## src/rtl/ex_muldiv_ctl.sv

```systemverilog
// ex_muldiv_ctl: iterative multiply/divide sequencer for the Execute stage.
// Owns the architectural HI/LO registers, runs a WIDTH-iteration shift-add
// multiply or restoring divide, and stalls the front of the pipe via busy.
// Build option: define EX_MULDIV_DIV_EN to include the divider and DIV/DIVU.
module ex_muldiv_ctl #(
    parameter int WIDTH = 32
) (
    input  logic             clk,
    input  logic             rst,
    input  logic             start,
    input  logic [1:0]       op,
    input  logic [WIDTH-1:0] rs_val,
    input  logic [WIDTH-1:0] rt_val,
    input  logic [1:0]       mt_we,
    input  logic             mf_sel,
    output logic [WIDTH-1:0] mf_data,
    output logic             busy,
    output logic             done,
    output logic             div_by_zero,
    output logic [WIDTH-1:0] hi,
    output logic [WIDTH-1:0] lo
);

    localparam int CW = $clog2(WIDTH);

    typedef enum logic [1:0] {
        IDLE,
        CALC,
        FIX,
        DONE
    } state_t;

    state_t             state;
    logic [CW-1:0]      count;
    logic               neg_q;
    logic [WIDTH-1:0]   operand;
    logic [2*WIDTH-1:0] acc;

    logic               signed_op;
    logic               op_ok;
    logic               accept;
    logic [WIDTH-1:0]   rs_abs;
    logic [WIDTH-1:0]   rt_abs;

    logic [WIDTH:0]     mul_sum;
    logic [2*WIDTH-1:0] mul_next;
    logic [2*WIDTH-1:0] prod_fix;
    logic [2*WIDTH-1:0] step_next;
    logic [WIDTH-1:0]   fix_hi;
    logic [WIDTH-1:0]   fix_lo;

`ifdef EX_MULDIV_DIV_EN
    logic               is_div;
    logic               neg_r;
    logic               dz;
    logic [WIDTH:0]     div_shift;
    logic [WIDTH-1:0]   div_diff;
    logic               div_ge;
    logic [2*WIDTH-1:0] div_next;
    logic [WIDTH-1:0]   quo_fix;
    logic [WIDTH-1:0]   rem_fix;
`endif

    // Signed ops work on magnitudes; the sign is restored in FIX.
    assign signed_op = op[0];
    assign rs_abs    = (signed_op && rs_val[WIDTH-1]) ? -rs_val : rs_val;
    assign rt_abs    = (signed_op && rt_val[WIDTH-1]) ? -rt_val : rt_val;

`ifdef EX_MULDIV_DIV_EN
    assign op_ok = 1'b1;
`else
    assign op_ok = ~op[1];
`endif
    assign accept = (state == IDLE) && start && op_ok;

    // Multiply step: add the multiplicand into the upper half when the
    // current multiplier bit is set, then shift the whole accumulator right.
    assign mul_sum  = {1'b0, acc[2*WIDTH-1:WIDTH]} + (acc[0] ? {1'b0, operand} : '0);
    assign mul_next = {mul_sum, acc[WIDTH-1:1]};
    assign prod_fix = neg_q ? -acc : acc;

`ifdef EX_MULDIV_DIV_EN
    // Divide step: upper half is the partial remainder, lower half shifts the
    // dividend out and the quotient in. The shifted remainder is one bit wider
    // so the trial subtract cannot overflow.
    assign div_shift = acc[2*WIDTH-1:WIDTH-1];
    assign div_ge    = (div_shift >= {1'b0, operand});
    assign div_diff  = div_shift[WIDTH-1:0] - operand;
    assign div_next  = div_ge ? {div_diff, acc[WIDTH-2:0], 1'b1}
                              : {div_shift[WIDTH-1:0], acc[WIDTH-2:0], 1'b0};
    assign quo_fix   = neg_q ? -acc[WIDTH-1:0] : acc[WIDTH-1:0];
    assign rem_fix   = neg_r ? -acc[2*WIDTH-1:WIDTH] : acc[2*WIDTH-1:WIDTH];
`else
    assign div_by_zero = 1'b0;
`endif

    // Pick the per-cycle iteration result and the HI/LO values written in FIX.
    always_comb begin
        step_next = mul_next;
        fix_hi    = prod_fix[2*WIDTH-1:WIDTH];
        fix_lo    = prod_fix[WIDTH-1:0];
`ifdef EX_MULDIV_DIV_EN
        if (is_div) begin
            step_next = div_next;
            fix_hi    = rem_fix;
            fix_lo    = quo_fix;
        end
`endif
    end

    // Sequencer FSM with registered busy/done/div_by_zero and HI/LO storage.
    always_ff @(posedge clk or posedge rst) begin
        if (rst) begin
            state   <= IDLE;
            count   <= '0;
            neg_q   <= 1'b0;
            operand <= '0;
            acc     <= '0;
            busy    <= 1'b0;
            done    <= 1'b0;
            hi      <= '0;
            lo      <= '0;
`ifdef EX_MULDIV_DIV_EN
            is_div      <= 1'b0;
            neg_r       <= 1'b0;
            dz          <= 1'b0;
            div_by_zero <= 1'b0;
`endif
        end else begin
            done <= 1'b0;
`ifdef EX_MULDIV_DIV_EN
            div_by_zero <= 1'b0;
`endif
            case (state)
                IDLE: begin
                    if (accept) begin
                        busy    <= 1'b1;
                        count   <= '0;
                        state   <= CALC;
                        neg_q   <= signed_op & (rs_val[WIDTH-1] ^ rt_val[WIDTH-1]);
                        operand <= rs_abs;
                        acc     <= {{WIDTH{1'b0}}, rt_abs};
`ifdef EX_MULDIV_DIV_EN
                        is_div <= op[1];
                        neg_r  <= signed_op & rs_val[WIDTH-1];
                        dz     <= 1'b0;
                        if (op[1]) begin
                            operand <= rt_abs;
                            acc     <= {{WIDTH{1'b0}}, rs_abs};
                            if (rt_val == '0) begin
                                // Divide by zero skips the loop: HI gets the
                                // raw dividend, LO all ones, no sign fix-up.
                                dz    <= 1'b1;
                                neg_q <= 1'b0;
                                neg_r <= 1'b0;
                                acc   <= {rs_val, {WIDTH{1'b1}}};
                                state <= FIX;
                            end
                        end
`endif
                    end else if (!start) begin
                        if (mt_we[1]) hi <= rs_val;
                        if (mt_we[0]) lo <= rs_val;
                    end
                end
                CALC: begin
                    acc   <= step_next;
                    count <= count + 1'b1;
                    if (count == CW'(WIDTH - 1)) state <= FIX;
                end
                FIX: begin
                    hi    <= fix_hi;
                    lo    <= fix_lo;
                    busy  <= 1'b0;
                    done  <= 1'b1;
                    state <= DONE;
`ifdef EX_MULDIV_DIV_EN
                    div_by_zero <= dz;
`endif
                end
                DONE: begin
                    state <= IDLE;
                end
                default: begin
                    state <= IDLE;
                    busy  <= 1'b0;
                end
            endcase
        end
    end

    assign mf_data = mf_sel ? hi : lo;

endmodule

```

## config.mk

```make
export PLATFORM = sky130hd
export DESIGN_NAME = ex_muldiv_ctl
export DESIGN_NICKNAME = d
export VERILOG_FILES = /design/src/rtl/ex_muldiv_ctl.sv
export SDC_FILE = /design/constraint.sdc
export NUM_CORES = 1
export LEC_CHECK = 0
export CORE_MARGIN = 2
export CORE_UTILIZATION = 40
export CTS_BUF_LIST = sky130_fd_sc_hd__clkbuf_4
export DETAILED_ROUTE_END_ITERATION = 10
export GPL_TIMING_DRIVEN = 0
export SYNTH_ARGS = -nofsm -noshare
export SYNTH_HDL_FRONTEND = slang
export SYNTH_SLANG_ARGS = --single-unit
```

## constraint.sdc

```tcl
create_clock -name clk -period 11 [get_ports clk]
set_input_delay 3.3 -clock clk [delete_from_list [all_inputs] [get_ports clk]]
set_output_delay 3.3 -clock clk [all_outputs]
set_load 0.02 [all_outputs]
```

Word-level counts from Yosys, hierarchy flattened
Cells that the tools add are included.
- output and inout bits: 99
- bits of input ports: 72
- register bits: 170
- logic and storage cells: 63
- reductions and logical operators: 13
- add/subtract/negate cells: 5
- bitwise gates (word level): 3
- mux-type cells: 23
- eq/ne operators: 10
- operator list (operator ; count):
    $mux 32 ; 10
    $mux 64 ; 2
    $pmux 32 s2 ; 2
    $pmux 64 s2 ; 1
    $neg 32->32 ; 2
    $neg 64->64 ; 1
    $add 32x32->33 ; 1
    $ne 2x2->1 const B ; 6
    $pmux 5 s2 ; 1
    $pmux 2 s4 ; 1
    $reduce_and 2->1 ; 4
    $reduce_and 4->1 ; 2
    $add 5x1->5 const B ; 1
    $eq 5x5->1 const B ; 1
    $mux 5 ; 1
    $eq 2x2->1 const B ; 2
    $logic_and 1x1->1 ; 4
    $mux 2 ; 2
    $reduce_bool 2->1 ; 2
    $eq 2x1->1 const B ; 1
    $logic_not 2->1 ; 1
    $mux 1 ; 2
    $pmux 1 s2 ; 1
    $and 1x1->1 ; 1
    2 further kinds ; 2

Logic depth before layout (Yosys ltp)
- depth in word-level cells: 5
- depth in mapped cells: 12
- mapped depth without buffers: 10

Worst setup path before layout
OpenSTA, ideal clock, no wires.
- path type: input to output
- start: input port mf_sel
- end: output port mf_data[10]
- arrival: 4244 ps
- path buffers: 2
- required time: 7700 ps
- setup slack: 3456 ps
- cell stages on the path: 3
- path through: clkbuf_1 -> buf_1 -> mux2_2
- cells in the longest elaborated chain, start to end: 1
- RTL lines (element ; RTL line ; source):
    from (decl) ; 15 ; input logic mf_sel,
    $mux 32 ; 192 ; assign mf_data = mf_sel ? hi : lo;
    to (decl) ; 16 ; output logic [WIDTH-1:0] mf_data,
No other way between the ends.

Worst setup path after layout
- start: input port mf_sel
- end: output port mf_data[13]
The elaborated chain is that of the path after synthesis.

==> reports/metrics.yaml <==
antenna_found_initial: 1
maxSlewViolCount: 0
syn_area_um2: 12270
synth_commonest_cells: "dfrtp_1 (170), nand2_1 (131), o21ai_0 (123)"
worstPathMaxFanout: 10
grt_pass1_wl_um: 71330
die_h_um: 179.2
synth_cells: 1429
yosys_warnings: 0
grt_usage: 0.2976
r2r_cells: 13
p_per_area_nw_per_um2: 280.7
grt_pass1_vias: 11700
min_from: "operand[23]$_DFFE_PP0P_"
cts_buffers: 17
vias_per_cell: 6.161
fin_cells: 2029
portBuffers: 168
yosysMostFrequentCell: "dfrtp_1"
drc: 0
pre_cts_slack_ns: 2.316
hold_path_end: "operand[23]$_DFFE_PP0P_"
num_rows: 64
die_w_um: 179.2
dr.pass1.iters: 6
synth_top_area_frac: 0.3467
place_area_um2: 14490
post_drt_wl_per_cell_um: 23.56
fin_skew_ns: 0.02749
antenna_left: 0
rr_startpoint: "acc[0]$_DFFE_PP0P_"
status: "completed"
synth_top_cell_by_area: "dfrtp_1"
synth_async_sr_flop_share: 1.000
relSlewSlack: 0.1230
ctsHoldBuffers: 0
synth.avg_cell_area_um2: 8.588
syn-num-nets: 1542
clkTransAtPathRegs_ns: 0.15
peakVddDrop_v: 0.0001573
fmax_mhz: 115.4
grt_max_degree: 105
nNetsFinal: 1732
ys_top_cells_by_area: "dfrtp_1 (35%), xor2_1 (5.3%), o21ai_0 (5.0%)"
clock-sinks: 170
crit_path_start_kind: "input port"
crit_arrival_ns: 5.37
r2r_end: "acc[57]$_DFFE_PP0P_"
synth.distinct_cells: 79
worst_pin_slew_ns: 1.303
clock_latency_ns: 0.63
path_class: "input port to output pin"
core_area_um2: 30430
critPathCaptureType: "output pin"
cap_violations: 0
start_util: 0.4033
fin_ws_ns: 2.332
post-route-util: 0.4864
routed-via-count: 12500
root_buffer: "clkbuf_4"
dp_hpwl_um: 37010
synth-seq-area-share: 0.3467
hold_class: "register to register"
wl_um: 47800
regToRegSetupSlack_ns: 6.63
post_cts_buffers: 0
routabilityCongestion: 0.9311
cts_resized: 0
finalPower_mw: 4.155
clockBufferDepth: 2
io-pin-count: 171
finalHoldViolCount: 0
dp_cells: 1995
required_ns: 7.70
synth_top_flop_cell: "dfrtp_1"
worstHoldPathCells: 2
rsz0062_at_grt: "false"
finalSetupViolCount: 0
setup_tns_ns: 0
p_leak_nw: 5.968
htree_levels: 4
cts_tree: "done"
layout-drive-gt1-share: 0.05637
synth_edf_count: 0
design.die.area_um2: 32100
syn_to_final_growth_pct: 20.62
fin_crit_ns: 8.668
stdcell_area_um2: 14800
drtIter0Drc: 1164
min_period_over_period: 0.7880
finalHoldWorstSlack_ns: 0.4976
ys_ff_latch: 170
gr-total-overflow: 0
## worst max path at each step
stage	slack (ns)	to	start	depth (start not counted)
3_5_place_dp	2.32	mf_data[15]	mf_sel	4
6_report	2.33	mf_data[13]	mf_sel	4
2_1_floorplan	3.10	acc[0]$_DFFE_PP0P_	rst	1
5_1_grt	2.28	mf_data[14]	mf_sel	4
4_1_cts	2.31	mf_data[13]	mf_sel	4
3_3_place_gp	0.33	operand[24]$_DFFE_PP0P_	rst	2
## critical path, stage by stage
cell	delay (ns)
clkbuf_1	0.38
buf_1	0.72
mux2_2	0.41
clkdlybuf4s50_1	0.54
## report_power, final
group / total [mW] / switching [mW] / internal (mW)
logic: 2.50 / 1.51 / 0.990
clock network: 0.408 / 0.265 / 0.143
registers: 1.25 / 0.340 / 0.908
total: 4.16 / 2.11 / 2.04
## placed cells by master (no fill, tap or decap), types with 7 or more instances in the layout
master           synthesis  final
a211oi_1                23     23
a21o_1                  32     32
a21oi_1                 73     73
a221oi_1                31     31
a22oi_1                 16     16
a31oi_1                 15     15
a32o_1                   7      7
and2_1                  43     43
and3_1                  11     11
clkbuf_1                83     83
clkbuf_4                 0     18
clkdlybuf4s50_1          0    168
dfrtp_1                170    170
ha_1                    40     40
inv_1                   25     24
mux2_2                  32     32
mux2i_1                 14     14
nand2_1                131    131
nand2b_1                11     11
nand3_1                 20     20
nand4_1                 21     21
nor2_1                 122    122
nor2b_1                  8      8
nor3_1                  31     31
nor4_1                  13     13
o211ai_1                 9      9
o21a_1                  12     12
o21ai_0                123    123
o22ai_1                  9      9
o31ai_1                 28     28
o41ai_1                 20     20
or3_1                   21     21
or4_1                   19     19
xnor2_1                 41     41
xor2_1                  74     74
## layer usage
layer	vias to the layer above	track usage	routed length, um
li1	5695	-	-
met1	6155	0.4285	21900
met5	-	0	0
met3	70	0.04071	3302
met4	0	0.08434	1026
met2	581	0.4657	21570
## kinds of logic after synthesis
kind of cell	count (synthesis)	synth area share
flops	170	0.3467
compound gates	451	0.2489
other cells	1	0.0003056
fa+ha+maj	41	0.04241
buf+inv	116	0.03640
simple gates	489	0.2025
mux	46	0.04078
xor+xnor	115	0.08208
## final cells by class
cell class,count,area (um2)
Fill cell,3051,15630
Multi-Input combinational cell,1143,7572
Sequential cell,170,4254
Timing Repair Buffer,171,1727
Tap cell,396,495.5
Buffer,91,352.8
Clock inverter,14,161.4
Clock buffer,18,135.1
Inverter,25,101.3
Antenna cell,1,2.502
## state kept, by name (all words and copies together) (netlist names)
register and flops:
acc 64, hi 32, lo 32, operand 32, count 5, state 2
busy 1, done 1, neg_q 1
Note: power is estimated with default switching activity, not from simulation.
==> patch 1, RTL diff (same flow settings) <==
Add an input register stage for `start`, `mt_we` and `mf_sel`; this delays them by one clock. The other inputs are not delayed to match.
--- a/src/rtl/ex_muldiv_ctl.sv
+++ b/src/rtl/ex_muldiv_ctl.sv
@@ -30,6 +30,16 @@
         DONE
     } state_t;
 
+    logic start_q;
+    logic [1:0] mt_we_q;
+    logic mf_sel_q;
+
+    always_ff @(posedge clk) begin
+        start_q  <= start;
+        mt_we_q  <= mt_we;
+        mf_sel_q <= mf_sel;
+    end
+
     state_t             state;
     logic [CW-1:0]      count;
     logic               neg_q;
@@ -71,7 +81,7 @@
 `else
     assign op_ok = ~op[1];
 `endif
-    assign accept = (state == IDLE) && start && op_ok;
+    assign accept = (state == IDLE) && start_q && op_ok;
 
     // Multiply step: add the multiplicand into the upper half when the
     // current multiplier bit is set, then shift the whole accumulator right.
@@ -158,9 +168,9 @@
                             end
                         end
 `endif
-                    end else if (!start) begin
-                        if (mt_we[1]) hi <= rs_val;
-                        if (mt_we[0]) lo <= rs_val;
+                    end else if (!start_q) begin
+                        if (mt_we_q[1]) hi <= rs_val;
+                        if (mt_we_q[0]) lo <= rs_val;
                     end
                 end
                 CALC: begin
@@ -189,7 +199,7 @@
         end
     end
 
-    assign mf_data = mf_sel ? hi : lo;
+    assign mf_data = mf_sel_q ? hi : lo;
 
 endmodule
 
Behaviour: not the same (a bounded check fails within 4 cycles, from zero or initial values and one cycle with rst high).
==> patch 1 against the original RTL <==
  * The flow now finishes with violations (max-capacitance violations)
  * Final area shrank 2.5%
  * Total power shrank 3.2%
  * Largest cell class unchanged
  * Area after synthesis shrank 2.7%
  * Critical endpoint is now mf_data[30]
  * Worst setup slack gained 2.5 ns
  * Global-route usage shrank 1.5 points
  * Via count shrank 6.3%
  * Fmax grew 41%
  * Highest routed layer is now met5
  * Wire length shrank 7.1%
  * Non-clock buffer count shrank 6
  * Count of clock-buffer cells in the layout is the same
  * Combinational power shrank 2%
  * Critical path type is now register to primary output
  * Sequential cell count grew 4
==> patch 1: results (changes against the original RTL) <==
- Drt first pass iters: 7 (+1)
- Clock Skew: 0.0360 ns (+0.00849 ns)
- Starting DRT DRC Count: 1059 (-9.0%)
- Reg clk slew, reported paths: 0.18 ns (+0.03 ns)
- Avg Inst Size Synth: 8.51 um^2 (-0.94%)
- Synth Instances: 1404 (-1.7%)
- Slew @ Worst Pin: 1.47 ns (+0.167 ns)
- Via/cell ratio: 5.86 (-4.8%)
- Netlist cell types: 69 (-13%)
- Fraction of area in multi-input gates: 49.8% (-1.4 points)
- #MultiIn Comb: 1119 (-2.1%)
- Hold Crit Endpoint: operand[13]
- Clock sink count: 174 (+2.4%)
- Routed WL: 44400 um (-7.1%)
- Fin nets: 1706 (-1.5%)
- Dpl cell area: 14200 um^2 (-2.3%)
- R2r endpoint: acc[63]
- Clk cell area share: 1.85% (-0.16 points)
- Place WS: 4.79 ns (+2.47 ns)
- Post-synth top cells: 170 x dfrtp_1, 165 x o21ai_0, 159 x nand2_1, 111 x nor2_1, 92 x xor2_1
- Critical Path AT: 2.87 ns (-2.50 ns)
- Detail Placement HPWL: 35000 um (-5.3%)
- Largest net degree at the start of global routing: 95 (-9.5%)
- Dominant cells by area after synthesis: dfrtp_1 36%, o21ai_0 6.9%, xor2_1 6.7%
- Worst path max stage delay: 0.69 ns (-0.03 ns)
- Gpl congestion: 0.979 (+5.1%)
- Initial antenna violation count: 3 (+2)
- Critical path's slowest cell: clkdlybuf4s50_1
- Vias in the first global route: 11089 (-5.2%)
- Failing checks: max-capacitance violations
- Net Count, Synth: 1517 (-1.6%)
- Max capacitance violation total: 1 (+1)
- Placed Cells: 1964 (-1.6%)
- Global Route Usage Sum: 28.3% (-1.5 points)
- Reg2Reg Setup Slack: 6.95 ns (+0.32 ns)
- Static leakage: 5.93 nW (-0.71%)
- Non-clock buffer share: 14.2% (+0.16 points)
- Worst hold start: operand[13]
- # fillers: 2927 (-4.1%)
- Layout cell share with drive strength beyond 1: 5.67% (+0.029 points)
- Status: finished, violations left
- Final hold slack: 0.492 ns (-0.00529 ns)
- P per Cell Area: 279 nW/um^2 (-0.68%)
- DR WL/cell: 22.2 um (-5.6%)
- VDD IR max: 96.5 uV (-39%)
- Seq/Total Area, Yosys: 36.3% (+1.6 points)
- Ys async rst share: 97.7% (-2.3 points)
- Storage element area: 4330 um^2 (+1.9%)
- Bufs w/o clock: 256 (-2.3%)
[patch 1: cell count changes in the layout (fill, tap and decap cells not counted), moves of 12 or more]
cell,change
a221oi_1,-12
a22oi_1,+13
nand4_1,-12
xor2_1,+18
o21ai_0,+42
nand2_1,+28
a21oi_1,+14
[patch 1: critical path, delay by kind of cell, from the launching register on]
| kind | cells | cell delay, ns |
|---|---|---|
| simple gates | 1 | 0.11 |
| compound gates | 1 | 0.18 |
| buf+inv | 3 | 1.61 |
| flops | 1 | 0.34 |
[patch 1: cells by family after synthesis]
group                      count (synthesis)  synth area share (%)
muxes                                     37                  3.43
AOI/OAI and AO/OA                        447                  23.5
DFF                                      174                  36.3
xor gates and xnor gates                 144                  10.6
and+or+nand+nor                          449                  18.3
adders and majority gates                 41                  4.36
buffers and inverters                    111                  3.55
other                                      1                0.0314
[patch 1: worst max-delay path by stage]
stage,startpoint,slack (ns),endpoint
final,mf_sel_q,4.83,mf_data[30]
after global routing,mf_sel_q,4.70,mf_data[30]
after CTS,mf_sel_q,4.76,mf_data[30]
after detailed placement,rs_val[12],4.79,operand[31]
after global placement,rst,0.44,acc[63]
after floorplan,rst,3.10,acc[0]
[patch 1: report_power, final]
part           internal (mW)  switching, mW  total [mW]
sequential             0.910          0.299        1.21
clock                  0.100          0.276       0.376
combinational          0.944           1.49        2.44
total                   1.95           2.07        4.02
[patch 1: layer usage]
metal / vias up / share of wire (%) / track usage (%)
li1: 5432 / - / -
met1: 5772 / 44 / 39.3
met2: 451 / 47 / 45.7
met3: 55 / 6.6 / 4.17
met4: 2 / 2.5 / 8.20
met5: - / 0.020 / 0
==> patch 2, RTL diff (same flow settings) <==
Without the edit above. Build with the macro `EX_MULDIV_DIV_EN` defined.
--- a/src/rtl/ex_muldiv_ctl.sv
+++ b/src/rtl/ex_muldiv_ctl.sv
@@ -2,6 +2,8 @@
 // Owns the architectural HI/LO registers, runs a WIDTH-iteration shift-add
 // multiply or restoring divide, and stalls the front of the pipe via busy.
 // Build option: define EX_MULDIV_DIV_EN to include the divider and DIV/DIVU.
+`define EX_MULDIV_DIV_EN
+
 module ex_muldiv_ctl #(
     parameter int WIDTH = 32
 ) (
Formal check against the unedited RTL: not equivalent (a bounded check fails within 4 cycles, from zero or initial values and one cycle with rst high).
==> patch 2 against the original RTL <==
  * Count of clock-buffer cells in the layout is 1 higher
  * Area after synthesis is 28% higher
  * Worst setup slack better by 0.31 ns
  * Combinational power is 75% higher
  * Non-clock buffer count is 43 higher
  * Core utilization is 1.2 points lower
  * Sequential cell count is 4 higher
  * Fmax is 3.7% higher
  * Clock power is 3% lower
  * Total power is 47% higher
  * Global-route usage is 4.4 points higher
  * Wire length is 48% higher
  * Final area is 24% higher
==> patch 2: results (changes against the original RTL) <==
- Net Sw Frac: 55.5% (+4.7 points)
- IO Port Bufs: 166 (-1.2%)
- Hold Path Class: register to register
- Largest net degree at the start of global routing: 108 (+2.9%)
- Gpl congestion: 1.02 (+9.7%)
- Place WS: 2.61 ns (+0.296 ns)
- Starting DRT DRC Count: 1739 (+49%)
- Dpl cell area: 18100 um^2 (+25%)
- Critical path peak fanout: 10 (unchanged)
- Avg Inst Size Synth: 7.67 um^2 (-11%)
- Slew @ Worst Pin: 1.05 ns (-0.257 ns)
- Detail Placement HPWL: 56200 um (+52%)
- Final hold slack: 0.506 ns (+0.00876 ns)
- Routed WL: 70500 um (+48%)
- Global Route Usage Sum: 34.2% (+4.4 points)
- Netlist cell types: 73 (-7.6%)
- Post-synth top cells: 259 x nand2_1, 234 x o21ai_0, 194 x a21oi_1, 188 x nor2_1, 174 x dfrtp_1
- Vias in the first global route: 16243 (+39%)
- Crit share post-route: 76.0% (-2.8 points)
- Critical Path AT: 5.06 ns (-0.31 ns)
- Initial antenna violation count: 5 (+4)
- Clock Skew: 0.0378 ns (+0.0104 ns)
- Critical path's slowest cell: buf_1
- Mux cell area share after synthesis: 6.50% (+2.4 points)
- Worst setup path endpoint: mf_data[2]
- Fin nets: 2388 (+38%)
- First-pass GRT wire length: 104000 um (+46%)
- Status: finished clean
- Via count: 16926 (+35%)
- Xor and xnor area share after synthesis: 9.50% (+1.3 points)
- R2r endpoint: hi[22]
- Static leakage: 7.62 nW (+28%)
- Clock root cell: clkbuf_4
- Final Max Tran Viols: 0 (unchanged)
- Seq/Total Area, Yosys: 27.6% (-7.0 points)
- Placed Cells: 2740 (+37%)
- Flop pwr share: 22.2% (-7.9 points)
- Inserted Clock Buffers: 17 (unchanged)
- Post-synthesis compound-gate area fraction: 26.7% (+1.8 points)
- VDD IR max: 133 uV (-16%)
- Final hold violations: 0 (unchanged)
- P_clk: 397 uW (-3%)
- Reg2Reg Setup Slack: 6.30 ns (-0.33 ns)
- Layout cell share with drive strength beyond 1: 4.92% (-0.71 points)
- Worst hold start: operand[10]
- Synth Area in Adders: 6.05% (+1.8 points)
- Hold Crit Endpoint: operand[10]
- Flip-flop count of the largest register after layout: 64 (unchanged)
- # fillers: 3924 (+29%)
- Overall power: 6.13 mW (+47%)
- Clock latency at the later pin of the worst-skew pair: 0.69 ns (+0.06 ns)
- Net Count, Synth: 2202 (+43%)
- Via/cell ratio: 6.10 (-1.0%)
- Worst path max stage delay: 0.55 ns (-0.17 ns)
- R2R cell count: 13 (unchanged)
- Dominant cells by area after synthesis: dfrtp_1 28%, o21ai_0 7.4%, nand2_1 6.2%
- Number of synthesized flops with an enable pin: 0 (unchanged)
[patch 2: cell types whose count changed in the layout (fill, tap and decap cells not counted), sizes merged, moves of 40 or more]
cell,change
a21oi,+121
inv,+45
mux2i,+40
nand2,+128
nor2,+68
o21ai,+117
xnor2,+44
[patch 2: layout make-up]
| class | count | area [um^2] | area share (%) |
|---|---|---|---|
| Antenna cell | 4 | 10.0 | 0.0544 |
| Buffer | 138 | 549 | 2.99 |
| Clock buffer | 19 | 143 | 0.776 |
| Clock inverter | 13 | 128 | 0.694 |
| Inverter | 70 | 270 | 1.47 |
| Multi-Input combinational cell | 1673 | 10600 | 57.6 |
| Sequential cell | 174 | 4350 | 23.7 |
| Tap cell | 518 | 648 | 3.52 |
| Timing Repair Buffer | 167 | 1690 | 9.19 |
[patch 2: layer usage]
layer	track usage, %	vias to the layer above	wire length [um]
met5	0	-	0
met4	19.0	0	4390
met3	5.68	179	6260
met2	53.3	891	30800
met1	45.0	8113	29100
li1	-	7743	-
